**src/rtl/ifu_iccm_dma_arb.sv**
```systemverilog
// ifu_iccm_dma_arb
//   Arbitrates the single ICCM port between the fetch pipe and DMA slave
//   requests. Fetch owns the port by default; a DMA request is granted
//   combinationally in any cycle the fetch controller reports
//   ifc_dma_access_ok. A DMA request that waits STARVE_MAX cycles raises
//   dma_iccm_stall_any to stall fetch, then gets up to BURST_MAX grants
//   before fetch is released again.
//
// Ports
//   clk, rst            core clock, asynchronous active-high reset
//   dma_iccm_req/wr/addr/wdata/tag   DMA request, held until granted
//   ifc_dma_access_ok   fetch is not using the ICCM this cycle
//   dma_iccm_gnt        DMA access is performed this cycle
//   dma_iccm_stall_any  forces the fetch pipe to stall (registered)
//   iccm_dma_sel        ICCM port owned by DMA this cycle (= gnt)
//   iccm_wren/rden      ICCM write/read enable
//   iccm_addr           DMA address while selected, else 0
//   iccm_wr_data        write data during writes, else 0
//   dma_iccm_rvalid     read data valid at the DMA side, RD_LAT after grant
//   dma_iccm_rtag       tag returned with rvalid
//   dma_starved         PMU event: high in every WAIT or FORCE cycle
module ifu_iccm_dma_arb #(
    parameter int ICCM_AW    = 16,
    parameter int STARVE_MAX = 15,
    parameter int BURST_MAX  = 4,
    parameter int RD_LAT     = 2
) (
    input  logic               clk,
    input  logic               rst,
    input  logic               dma_iccm_req,
    input  logic               dma_iccm_wr,
    input  logic [ICCM_AW-1:0] dma_iccm_addr,
    input  logic [63:0]        dma_iccm_wdata,
    input  logic [2:0]         dma_iccm_tag,
    input  logic               ifc_dma_access_ok,
    output logic               dma_iccm_gnt,
    output logic               dma_iccm_stall_any,
    output logic               iccm_dma_sel,
    output logic               iccm_wren,
    output logic               iccm_rden,
    output logic [ICCM_AW-1:0] iccm_addr,
    output logic [63:0]        iccm_wr_data,
    output logic               dma_iccm_rvalid,
    output logic [2:0]         dma_iccm_rtag,
    output logic               dma_starved
);

    localparam int            SW        = $clog2(STARVE_MAX + 1);
    localparam logic [SW-1:0] STARVE_LIM = SW'(STARVE_MAX);
    localparam logic [3:0]    BURST_LIM  = 4'(BURST_MAX);

    typedef enum logic [1:0] {IDLE, WAIT, FORCE} state_t;

    state_t        state, state_nxt;
    logic [SW-1:0] starve_cnt, starve_cnt_nxt;
    logic [3:0]    burst_cnt, burst_cnt_nxt;
    logic          stall_q;
    logic          req_ok;
    logic          gnt;

    logic          pipe_vld [RD_LAT];
    logic [2:0]    pipe_tag [RD_LAT];

    assign req_ok = dma_iccm_req & ifc_dma_access_ok;
    // Gated by rst so every output is 0 while reset is held.
    assign gnt    = req_ok & ~rst;

    // ------------------------------------------------------------------
    // ICCM port drive
    // ------------------------------------------------------------------
    assign dma_iccm_gnt       = gnt;
    assign iccm_dma_sel       = gnt;
    assign iccm_wren          = gnt & dma_iccm_wr;
    assign iccm_rden          = gnt & ~dma_iccm_wr;
    assign iccm_addr          = gnt ? dma_iccm_addr : '0;
    assign iccm_wr_data       = iccm_wren ? dma_iccm_wdata : '0;
    assign dma_iccm_stall_any = stall_q;
    assign dma_starved        = (state != IDLE);

    // ------------------------------------------------------------------
    // Starvation FSM
    // ------------------------------------------------------------------
    always_comb begin
        // NOTE: every variable gets a default first so no path infers a latch.
        state_nxt      = state;
        starve_cnt_nxt = starve_cnt;
        burst_cnt_nxt  = burst_cnt;
        unique case (state)
            IDLE: begin
                if (dma_iccm_req && !ifc_dma_access_ok) begin
                    state_nxt      = WAIT;
                    starve_cnt_nxt = SW'(1);
                end
            end
            WAIT: begin
                // A grant wins over reaching the starvation limit.
                if (req_ok || !dma_iccm_req) begin
                    state_nxt      = IDLE;
                    starve_cnt_nxt = '0;
                end else if (starve_cnt == STARVE_LIM) begin
                    state_nxt     = FORCE;
                    burst_cnt_nxt = '0;
                end else begin
                    starve_cnt_nxt = starve_cnt + SW'(1);
                end
            end
            FORCE: begin
                if (req_ok) begin
                    burst_cnt_nxt = burst_cnt + 4'd1;
                    if (burst_cnt + 4'd1 == BURST_LIM) begin
                        state_nxt      = IDLE;
                        starve_cnt_nxt = '0;
                    end
                end else if (!dma_iccm_req) begin
                    state_nxt      = IDLE;
                    starve_cnt_nxt = '0;
                end
            end
            default: begin
                state_nxt      = IDLE;
                starve_cnt_nxt = '0;
                burst_cnt_nxt  = '0;
            end
        endcase
    end

    // Stall comes straight from a flop so fetch sees a glitch-free signal.
    always_ff @(posedge clk or posedge rst) begin
        if (rst) begin
            state      <= IDLE;
            starve_cnt <= '0;
            burst_cnt  <= '0;
            stall_q    <= 1'b0;
        end else begin
            // NOTE: sequential state uses non-blocking assignments only.
            state      <= state_nxt;
            starve_cnt <= starve_cnt_nxt;
            burst_cnt  <= burst_cnt_nxt;
            stall_q    <= (state_nxt == FORCE);
        end
    end

    // ------------------------------------------------------------------
    // Read return pipe: fully pipelined, independent of the FSM
    // ------------------------------------------------------------------
    always_ff @(posedge clk or posedge rst) begin
        if (rst) begin
            // NOTE: the pipe is reset so in-flight responses are dropped on reset.
            for (int i = 0; i < RD_LAT; i++) begin
                pipe_vld[i] <= 1'b0;
                pipe_tag[i] <= '0;
            end
        end else begin
            pipe_vld[0] <= iccm_rden;
            pipe_tag[0] <= dma_iccm_tag;
            for (int i = 1; i < RD_LAT; i++) begin
                pipe_vld[i] <= pipe_vld[i-1];
                pipe_tag[i] <= pipe_tag[i-1];
            end
        end
    end

    assign dma_iccm_rvalid = pipe_vld[RD_LAT-1];
    assign dma_iccm_rtag   = pipe_tag[RD_LAT-1];

endmodule

```
**config.mk**
```make
export PLATFORM = sky130hd
export DESIGN_NAME = ifu_iccm_dma_arb
export DESIGN_NICKNAME = d
export VERILOG_FILES = /design/src/rtl/ifu_iccm_dma_arb.sv
export SDC_FILE = /design/constraint.sdc
export NUM_CORES = 1
export LEC_CHECK = 0
export BUFFER_PORTS_ARGS = -buffer_cell sky130_fd_sc_hd__buf_2
export CORE_AREA = 2 2 68 70
export DETAILED_ROUTE_END_ITERATION = 8
export DIE_AREA = 0 0 70 72
export GPL_TIMING_DRIVEN = 0
export PLACE_DENSITY = 0.81
export SYNTH_ARGS = -nofsm -noshare
export SYNTH_HDL_FRONTEND = slang
export SYNTH_SLANG_ARGS = --single-unit
```
**constraint.sdc**
```tcl
create_clock -name clk -period 3 [get_ports clk]
set_clock_uncertainty 0.1 [all_clocks]
set_input_delay 0.3 -clock clk [delete_from_list [all_inputs] [get_ports clk]]
set_output_delay 0.3 -clock clk [all_outputs]
set_load 0.005 [all_outputs]
```
==> out/results.txt <==
TritonCTS buffer count = 3
critical path's largest stage delay = 0.23 ns
area of the multi-input gates = 868 um^2
final WL = 6180 um
WL/cell = 15.4 um
area grow syn2layout = 68.1%
CTS root buf = clkbuf_8
synthesis-stage register bit count = 19
largest cells by area after synthesis = dfrtp_1 33%, and3_1 28%, and2_1 7.3%
Overflow after GRT = 0
1st-pass router iterations = 4
PostCTS Resize Cnt = 0
worst-path cell chain = buf_2 > nand2_1 > nor2_4 > clkbuf_2 > and3_1 > buf_2
CTS Sinks = 19
# nets final = 440
first-pass GRT wire length = 8730 um
Final Max Slew Viols = 0
CP max-delay cell = nor2_4
CTS H-tree lvls = 1
Initial Util = 0.342
vias in the first global route = 1753
crit share post-route = 0.599
Synth top area share = 0.326
total track usage = 0.221
port buffer count = 176
num rows = 24
largest net degree at the start of global routing = 20
cts hold-fix bufs = 0
nature of the critical path startpoint = input port
status = completed
core area = 4260 um^2
syn_nets = 259
most frequent CP cell = buf_2
top cell type by total area after synthesis = dfrtp_1
Worst EP arrival = 1.40 ns
deepest clock path buffer count = 2
Die Wd = 70 um
dpl hpwl = 5330 um
Tmin final = 1.80 ns
worst min-delay path class = input port to register
Fin. Hold Viols = 0
WS Path Type = input port to output port
Boundary Pins = 178
fmax = 0.557 GHz
initial antenna violation count = 1
Syn Area/Cell = 8.64 um^2
vias = 1918
layout cell share with drive strength beyond 1 = 0.579
Lkg Pwr = 1.73 nW
final worst slack = 1.20 ns
residual DRC count = 0
ANT nets after route = 0
FILL cells = 431
CP endpoint kind = output port
post-place setup slack = 1.20 ns
Clock transition at path regs = 0.07 ns
YS warnings = 0
Skew-Pair Late Insertion Delay = 0.26 ns
die height = 72 um
Worst Path Required = 2.60 ns
Max Cap Viol = 0
RSZ-0062 raised after global routing = false
drt initial violations = 107
DIE AREA = 5040 um^2
synthesized area = 1460 um^2
total negative slack = 0 ns
vias per cell = 4.77
PwrDens = 244 nW/um^2
Max VDD drop = 0.134 mV
storage element area = 475 um^2
setup bufs post-CTS = 0
fin util = 0.576
final setup fails = 0
CP Max Fanout = 10
gpl congestion = 0.873
worst hold margin = 0.0473 ns
register area share after synthesis = 0.326
slew margin rel. = 0.542
TritonCTS clock tree = built
worst slew pin tran = 0.686 ns
Post-Syn Instances = 169
total power = 0.600 mW
Synth cell types = 36
## area by class of cell
type | instances | share of cell area
tap | 52 | 0.0265
clock inverter | 1 | 0.00204
antenna | 1 | 0.00102
sequential | 19 | 0.194
timing repair buffer | 176 | 0.359
inverter | 1 | 0.00153
buffer | 21 | 0.0459
multi-input combinational | 128 | 0.354
clock buffer | 3 | 0.0168
## cell families after synthesis
family                   count (synthesis)  share of synthesized area
AND/OR/NAND/NOR                        107                      0.464
XOR/XNOR                                 3                     0.0180
AO/OA/AOI/OAI                           16                     0.0951
flip-flops                              19                      0.326
buffers and inverters                   22                     0.0797
adder cells (fa/ha/maj)                  2                     0.0171
## flip-flops by register name, indices dropped and copies added (netlist names)
name	flops
burst_cnt	4
dma_iccm_rtag	3
dma_iccm_rvalid	1
dma_iccm_stall_any	1
pipe_tag	3
pipe_vld	1
starve_cnt	4
state	2
## cells in the final DEF (no fill, tap or decap), types with 3 or more instances in the layout
cell type	instances
nor3b_1	3
clkbuf_1	7
dfrtp_1	19
and2_1	17
o21ai_0	5
clkbuf_2	7
and3_1	65
clkbuf_8	3
nand2_1	7
buf_2	178
buf_4	4
## cells in the mapped netlist
master	number
and4_1	1
o22a_1	2
ha_1	2
buf_6	1
or2_2	1
o32ai_4	1
nor2_4	1
nor3_2	1
dfrtp_1	19
buf_4	4
a32o_1	1
nand3b_1	1
and2_1	17
clkbuf_2	7
nor3_1	1
nand2_1	7
clkbuf_1	7
and4bb_2	1
xor2_1	2
a221oi_2	1
xnor2_1	1
nand2b_1	1
inv_1	1
nand3_1	2
and2b_4	1
and3_1	65
nand4b_1	1
a21oi_1	1
nand4_2	1
nor3b_1	3
nor2_1	2
a22o_1	1
a31oi_1	2
buf_2	2
o21ai_0	5
o32ai_1	2
## power by group
| part | internal (mW) | switching (mW) |
|---|---|---|
| logic | 0.0827 | 0.0684 |
| registers | 0.266 | 0.00734 |
| clock network | 0.0923 | 0.0828 |
## final timing paths
kind	startpoint	end	slack, ns	cells past startpoint
worst min-delay path	dma_iccm_tag[0]	pipe_tag[3]	0.05	1
min in group asynchronous	rst	dma_iccm_rtag[1]	0.09	2
max in group asynchronous	rst	starve_cnt[3]	2.28	2
worst min register to register	pipe_tag[4]	dma_iccm_rtag[1]	0.26	0
worst max-delay path	dma_iccm_req	iccm_wr_data[44]	1.20	6
worst max register to register	starve_cnt[0]	burst_cnt[2]	1.35	5
## stage by stage
stage | instances | instance area (um^2)
final | 402 | 2450
after detailed placement | 397 | 2410
after CTS | 401 | 2450
after global placement | 397 | 2410
after floorplan | 169 | 1460
after global routing | 402 | 2450
## routing by layer
layer	track usage	vias to the layer above	share of wire
met2	0.424	96	0.55
met3	0.0528	8	0.080
met1	0.235	850	0.35
met5	0	-	0
met4	0.0769	0	0.016
li1	-	964	-
## worst max-delay path, delay by kind of cell
| family | cells | cell delay (ns) |
|---|---|---|
| buffers and inverters | 3 | 0.51 |
| and+or+nand+nor | 3 | 0.59 |
(Power assumes the default switching activity.)
